<file path="src/rtl/cp0_pkg.sv">
// CP0 shared definitions: register numbers, exception codes, field positions, FSM states.
// No logic here; pure constants and packing helpers.
// Not applicable to flow control.
package cp0_pkg;

    // MFC0/MTC0 register numbers
    localparam logic [4:0] CP0_BADVADDR = 5'd8;
    localparam logic [4:0] CP0_COUNT    = 5'd9;
    localparam logic [4:0] CP0_COMPARE  = 5'd11;
    localparam logic [4:0] CP0_STATUS   = 5'd12;
    localparam logic [4:0] CP0_CAUSE    = 5'd13;
    localparam logic [4:0] CP0_EPC      = 5'd14;

    // ExcCode values
    localparam logic [4:0] EXC_INT  = 5'd0;
    localparam logic [4:0] EXC_ADEL = 5'd4;
    localparam logic [4:0] EXC_ADES = 5'd5;
    localparam logic [4:0] EXC_RI   = 5'd10;
    localparam logic [4:0] EXC_OV   = 5'd12;

    // Status field positions
    localparam int ST_IE_BIT  = 0;
    localparam int ST_EXL_BIT = 1;
    localparam int ST_IM_LSB  = 8;
    localparam int ST_IM_MSB  = 15;

    // Cause field positions
    localparam int CA_EXC_LSB = 2;
    localparam int CA_EXC_MSB = 6;
    localparam int CA_IP_LSB  = 8;
    localparam int CA_IP_MSB  = 15;
    localparam int CA_BD_BIT  = 31;

    typedef enum logic {
        ST_RUN   = 1'b0,
        ST_FLUSH = 1'b1
    } cp0_state_e;

    // Assemble the architectural Status word; unimplemented bits read 0.
    function automatic logic [31:0] pack_status(input logic [7:0] im, input logic exl, input logic ie);
        logic [31:0] r;
        r = '0;
        r[ST_IM_MSB:ST_IM_LSB] = im;
        r[ST_EXL_BIT]          = exl;
        r[ST_IE_BIT]           = ie;
        return r;
    endfunction

    // Assemble the architectural Cause word; unimplemented bits read 0.
    function automatic logic [31:0] pack_cause(input logic bd, input logic [7:0] ip, input logic [4:0] code);
        logic [31:0] r;
        r = '0;
        r[CA_BD_BIT]             = bd;
        r[CA_IP_MSB:CA_IP_LSB]   = ip;
        r[CA_EXC_MSB:CA_EXC_LSB] = code;
        return r;
    endfunction

endpackage

</file>
<file path="src/rtl/cp0_timer.sv">
// Count/Compare timer: free-running counter with sticky timer-interrupt pending flag.
// Count and TI update one cycle after the edge; writes take effect at the edge.
// No backpressure; write strobes are accepted unconditionally.
module cp0_timer
    import cp0_pkg::*;
(
    input  logic        clk,
    input  logic        reset,
    input  logic        count_we,
    input  logic [31:0] count_wdata,
    input  logic        compare_we,
    input  logic [31:0] compare_wdata,
    output logic [31:0] count,
    output logic [31:0] compare,
    output logic        ti
);

    // Count increments every cycle unless overwritten; TI latches on a match and clears on a Compare write.
    always_ff @(posedge clk or posedge reset) begin
        if (reset) begin
            count   <= '0;
            compare <= '0;
            ti      <= 1'b0;
        end else begin
            count <= count_we ? count_wdata : count + 32'd1;
            if (compare_we) begin
                compare <= compare_wdata;
                ti      <= 1'b0;
            end else if ((count == compare) && (compare != '0)) begin
                ti <= 1'b1;
            end
        end
    end

endmodule

</file>
<file path="src/rtl/cp0_exc_unit.sv">
// CP0 register file with exception-entry/ERET sequencer, interrupt arbitration and flush control.
// Event sampled at edge N -> redirect pulse in cycle N+1, flush for cycles N+1..N+FLUSH_CYCLES.
// No backpressure; events arriving while flushing belong to squashed instructions and are dropped.
module cp0_exc_unit
    import cp0_pkg::*;
#(
    parameter logic [31:0] EXC_VECTOR   = 32'h0000_4180,
    parameter int unsigned FLUSH_CYCLES = 2
) (
    input  logic        clk,
    input  logic        reset,
    input  logic        addr_change,
    input  logic [4:0]  exc_code,
    input  logic        in_delay,
    input  logic [31:0] cur_pc,
    input  logic        cur_valid,
    input  logic [31:0] bad_vaddr,
    input  logic        eret,
    input  logic [5:0]  hw_int,
    input  logic        mtc0_we,
    input  logic [4:0]  cp0_waddr,
    input  logic [31:0] cp0_wdata,
    input  logic [4:0]  cp0_raddr,
    output logic [31:0] cp0_rdata,
    output logic        redirect,
    output logic [31:0] redirect_pc,
    output logic        flush,
    output logic        status_exl
);

    localparam logic [2:0] FLUSH_LEN = 3'(FLUSH_CYCLES);

    cp0_state_e  state_q, state_d;
    logic [2:0]  flush_cnt_q, flush_cnt_d;
    logic        redirect_d;
    logic [31:0] redirect_pc_d;

    logic [31:0] badvaddr_q, epc_q;
    logic [7:0]  im_q;
    logic        exl_q, ie_q, bd_q;
    logic [1:0]  ip_sw_q;
    logic [4:0]  exc_code_q;

    logic [31:0] count, compare;
    logic        ti;
    logic [7:0]  ip;
    logic        in_run, int_req;
    logic        take_exc, take_int, take_entry, take_eret, take_mtc0;

    // Interrupt pending view and one-event-per-edge arbitration.
    always_comb begin
        ip         = {hw_int[5] | ti, hw_int[4:0], ip_sw_q};
        in_run     = (state_q == ST_RUN);
        int_req    = ie_q & ~exl_q & (|(im_q & ip)) & cur_valid;
        take_exc   = in_run & addr_change;
        take_int   = in_run & ~addr_change & int_req;
        take_entry = take_exc | take_int;
        take_eret  = in_run & ~take_entry & eret;
        take_mtc0  = in_run & ~take_entry & ~eret & mtc0_we;
    end

    cp0_timer u_timer (
        .clk           (clk),
        .reset         (reset),
        .count_we      (take_mtc0 && (cp0_waddr == CP0_COUNT)),
        .count_wdata   (cp0_wdata),
        .compare_we    (take_mtc0 && (cp0_waddr == CP0_COMPARE)),
        .compare_wdata (cp0_wdata),
        .count         (count),
        .compare       (compare),
        .ti            (ti)
    );

    // Sequencer state register: RUN/FLUSH, flush countdown, redirect pulse and target.
    always_ff @(posedge clk or posedge reset) begin
        if (reset) begin
            state_q     <= ST_RUN;
            flush_cnt_q <= '0;
            redirect    <= 1'b0;
            redirect_pc <= '0;
        end else begin
            state_q     <= state_d;
            flush_cnt_q <= flush_cnt_d;
            redirect    <= redirect_d;
            redirect_pc <= redirect_pc_d;
        end
    end

    // Next-state: an accepted event starts a flush window; FLUSH counts down back to RUN.
    always_comb begin
        state_d       = state_q;
        flush_cnt_d   = flush_cnt_q;
        redirect_d    = 1'b0;
        redirect_pc_d = redirect_pc;
        case (state_q)
            ST_RUN: begin
                if (take_entry || take_eret) begin
                    state_d       = ST_FLUSH;
                    flush_cnt_d   = FLUSH_LEN;
                    redirect_d    = 1'b1;
                    redirect_pc_d = take_entry ? EXC_VECTOR : epc_q;
                end
            end
            ST_FLUSH: begin
                flush_cnt_d = flush_cnt_q - 3'd1;
                if (flush_cnt_q <= 3'd1) begin
                    state_d     = ST_RUN;
                    flush_cnt_d = '0;
                end
            end
            default: state_d = ST_RUN;
        endcase
    end

    // Architectural register updates: exception entry, ERET, then MTC0 in falling priority.
    always_ff @(posedge clk or posedge reset) begin
        if (reset) begin
            badvaddr_q <= '0;
            epc_q      <= '0;
            im_q       <= '0;
            exl_q      <= 1'b0;
            ie_q       <= 1'b0;
            bd_q       <= 1'b0;
            ip_sw_q    <= '0;
            exc_code_q <= '0;
        end else if (take_entry) begin
            // A nested entry keeps the original return address and BD.
            if (!exl_q) begin
                epc_q <= in_delay ? cur_pc - 32'd4 : cur_pc;
                bd_q  <= in_delay;
            end
            exc_code_q <= take_exc ? exc_code : EXC_INT;
            exl_q      <= 1'b1;
            if (take_exc && ((exc_code == EXC_ADEL) || (exc_code == EXC_ADES))) begin
                badvaddr_q <= bad_vaddr;
            end
        end else if (take_eret) begin
            exl_q <= 1'b0;
        end else if (take_mtc0) begin
            case (cp0_waddr)
                CP0_STATUS: begin
                    im_q  <= cp0_wdata[ST_IM_MSB:ST_IM_LSB];
                    exl_q <= cp0_wdata[ST_EXL_BIT];
                    ie_q  <= cp0_wdata[ST_IE_BIT];
                end
                CP0_CAUSE: ip_sw_q <= cp0_wdata[CA_IP_LSB+1:CA_IP_LSB];
                CP0_EPC:   epc_q   <= cp0_wdata;
                default: ;
            endcase
        end
    end

    // MFC0 read mux on pre-edge register values.
    always_comb begin
        cp0_rdata = '0;
        case (cp0_raddr)
            CP0_BADVADDR: cp0_rdata = badvaddr_q;
            CP0_COUNT:    cp0_rdata = count;
            CP0_COMPARE:  cp0_rdata = compare;
            CP0_STATUS:   cp0_rdata = pack_status(im_q, exl_q, ie_q);
            CP0_CAUSE:    cp0_rdata = pack_cause(bd_q, ip, exc_code_q);
            CP0_EPC:      cp0_rdata = epc_q;
            default:      cp0_rdata = '0;
        endcase
    end

    assign flush      = (state_q == ST_FLUSH);
    assign status_exl = exl_q;

endmodule

</file>
<file path="config.mk">
export PLATFORM = sky130hd
export DESIGN_NAME = cp0_exc_unit
export DESIGN_NICKNAME = d
export VERILOG_FILES = /design/src/rtl/cp0_pkg.sv /design/src/rtl/cp0_timer.sv /design/src/rtl/cp0_exc_unit.sv
export SDC_FILE = /design/constraint.sdc
export NUM_CORES = 1
export LEC_CHECK = 0
export CAP_MARGIN = 20
export CELL_PAD_IN_SITES_DETAIL_PLACEMENT = 0
export CELL_PAD_IN_SITES_GLOBAL_PLACEMENT = 1
export CORE_MARGIN = 8
export CORE_UTILIZATION = 35
export CTS_BUF_LIST = sky130_fd_sc_hd__clkbuf_16
export CTS_CLUSTER_SIZE = 30
export DETAILED_ROUTE_END_ITERATION = 12
export GPL_ROUTABILITY_DRIVEN = 0
export PLACE_DENSITY = 0.73
export SLEW_MARGIN = 20
export SYNTH_ARGS = -nofsm -noshare
export SYNTH_HDL_FRONTEND = slang
export SYNTH_SLANG_ARGS = --single-unit
</file>
<file path="constraint.sdc">
create_clock -name clk -period 11.8 [get_ports clk]
set_clock_uncertainty 0.1 [all_clocks]
set_input_delay 2.36 -clock clk [delete_from_list [all_inputs] [get_ports clk]]
set_output_delay 2.36 -clock clk [all_outputs]
set_load 0.01 [all_outputs]
</file>
==> metrics <==
Post-CTS Hold Buffers 0; wire length of the first global-routing pass 55,600 um; cell depth of the worst setup path 7; Filler cells 2,737; highest-count cells in the layout ignoring fill and taps 190 x clkdlybuf4s50_1, 184 x dfrtp_1, 77 x nand2_1; Power Total 0.00238 W; number of failing hold endpoints at the final stage 0; count of flip-flops with a built-in enable after synthesis 0; portion of the post-synthesis area used by sequential elements 44.9%; library cell appearing most often on the critical path clkdlybuf4s50_1; Post-Place Cell Area 0.0125 mm2; Syn Std Cell Area 0.0103 mm2; async set or reset register ratio after synthesis 100%; Netlist cell types 60; maximum VDD drop 108 uV; data arrival time of the worst path 4.54 ns; number of buffers and inverters on the critical path 3; DRC violations left 0; run status finished, final reports clean; shortest clock period the worst path allows after layout 7.00 ns; met3 WL 2250 um; share of final-layout standard cells stronger than drive strength 1 12.0%; post-detail-place hpwl 27,000 um; number of buffers added by the clock tree synthesis step 17; final net count 1,243; Clock Latency Late Sink 0.43 ns; count of port buffers added during placement 190; CTS Root Cell clkbuf_16; CTS tree built; Chip Width 187 um; Row Count 62; CTS-repair resized insts 0; clock transition at the registers of the reported paths 0.07 ns; highest routing layer actually used met5; total global routing overflow 0; post-synthesis register bit count 184; ordered cell list for the critical path clkdlybuf4s50_1 -> nand2b_1 -> nor3_2 -> buf_4 -> a22oi_1 -> nand2_1 -> clkdlybuf4s50_1; max cap viols 0; Worst R2R Setup Slack 7.70 ns; actual slew at the worst max-slew pin 0.985 ns; setup TNS 0 ns; Initial DRT Pass Iterations 8; unrepaired setup endpoints after global routing no; DIE AREA 0.0350 mm2; Max Fanout on Critical Path 32; count of H-tree levels built during CTS 4; antenna violation net count after detailed routing 0; layout-stage area growth over the synthesis result 27.8%; most area-consuming cells after synthesis dfrtp_1 45%, mux2_2 7.7%, mux2i_1 6.5%; peak per-stage delay on the critical path 0.56 ns; largest area contributor in the synthesized netlist dfrtp_1; number of cells on the worst hold path 1; critical-path cell with the highest stage delay clkdlybuf4s50_1; # clock sinks 184; met2 routed wirelength 16,600 um; worst slew slack as a fraction of its limit 33.9%; predominant post-synthesis flop cell dfrtp_1; via density per instance 5.65; vias in the first global route 8,861; routed length per placed instance 23.9 um; die boundary height 187 um; worst setup path class primary input to primary output; Global Route Usage Sum 20.4%; element type at the critical path end primary output; number of setup buffers added after CTS 0; total length of routed wires 36,100 um; post-synthesis net count 1,084; final-report setup violation count 0; Post-Route Utilization 45.5%; via total after detailed routing 8,542; count of synthesis-stage warnings from yosys 0; post-route insts no fill 1,513; leading cell type in the layout, fill and taps excluded clkdlybuf4s50_1; Core Box Area 0.0288 mm2; Met1 Routed Length 16,200 um; cells after synthesis 957; number of cells traversed by the worst register-to-register path 7; total instance count after detailed placement 1,481; summed area of non-filler cells in the final layout 0.0131 mm2; static leakage 5.87 nW; CP top delay family buffers and inverters; fraction of post-synthesis cell area in the top cell type by area 44.9%; antenna diode count 0; Power Density 181 mW/mm2; initial antenna violation count 3; initial core utilization 35.6%; Min-Delay Path Class flip-flop to flip-flop; maximum number of pins on one net before global-route repair 76; drt initial violations 847; clock tree buffer depth 2; element type at the critical path start primary input; top-level I/O count 191; Final Max Slew Viols 0; footprint of the flip-flops and latches 0.00460 mm2; final period utilization 59.3%; mean cell area of the mapped netlist 10.7 um2; combined area of the multi-input logic cells 0.00523 mm2; required arrival time at the worst endpoint 9.34 ns; highest clock rate 0.143 GHz
path summary, 6_finish.rpt:
kind                                            from                           to
setup / recovery                        cp0_raddr[4]                cp0_rdata[29]
hold / removal             exc_code_q[2]$_DFFE_PP0P_    exc_code_q[2]$_DFFE_PP0P_
setup reg to reg                     flush$_DFF_PP0_  redirect_pc[19]$_DFFE_PP0P_
hold reg to reg            exc_code_q[2]$_DFFE_PP0P_    exc_code_q[2]$_DFFE_PP0P_
max in group asynchronous                      reset  u_timer.count[20]$_DFF_PP0_
min in group asynchronous                      reset   redirect_pc[5]$_DFFE_PP0P_
flip-flops by register name (all words and copies together) (netlist names), 2 cells and up:
name / cells
flush_cnt_q: 3
badvaddr_q: 32
redirect_pc: 32
ip_sw_q: 2
im_q: 8
epc_q: 32
u_timer.compare: 32
exc_code_q: 5
u_timer.count: 32
layout make-up:
cell class                 count  share of cell area, %
timing repair buffer         204                   15.3
sequential                   184                   35.1
clock buffer                  17                   3.25
inverter                      43                   1.27
tap                          384                   3.67
multi-input combinational    666                   39.9
clock inverter                15                   1.51
cell usage after synthesis (all sizes together) (31+ instances only):
cell type	instances
mux2	107
mux2i	67
nor4	33
a22oi	63
nand2	77
inv	43
xnor2	31
xor2	44
nand3	31
nor2	37
clkbuf	38
dfrtp	184
layer usage:
| layer | track usage (%) | vias up |
|---|---|---|
| li1 | - | 3862 |
| met1 | 27.3 | 4309 |
| met2 | 32.0 | 313 |
| met3 | 4.79 | 52 |
| met4 | 6.93 | 6 |
| met5 | 0 | - |
power by group:
group / leakage, nW / internal (W) / switching [W]
clock: 0.302 / 0.000356 / 0.000266
sequential: 2.34 / 0.000838 / 0.000212
combinational: 3.23 / 0.000367 / 0.000338
total: 5.87 / 0.00156 / 0.000816
kinds of logic after synthesis:
group | Yosys count | synth area share, %
AO/OA/AOI/OAI | 143 | 11.3
AND/OR/NAND/NOR | 271 | 14.2
buffers and inverters | 107 | 4.55
multiplexers | 174 | 18.3
flip-flops | 184 | 44.9
XOR/XNOR | 75 | 6.40
adder cells (fa/ha/maj) | 3 | 0.366
metrics by stage:
step | hold slack, ns | worst slack (ns)
CTS | 0.405 | 4.80
floorplan | 0.367 | 4.34
global route | 0.415 | 4.67
detailed placement | 0.388 | 4.83
finish | 0.400 | 4.80
global placement | 0.384 | 4.85
(Power assumes the default switching activity.)
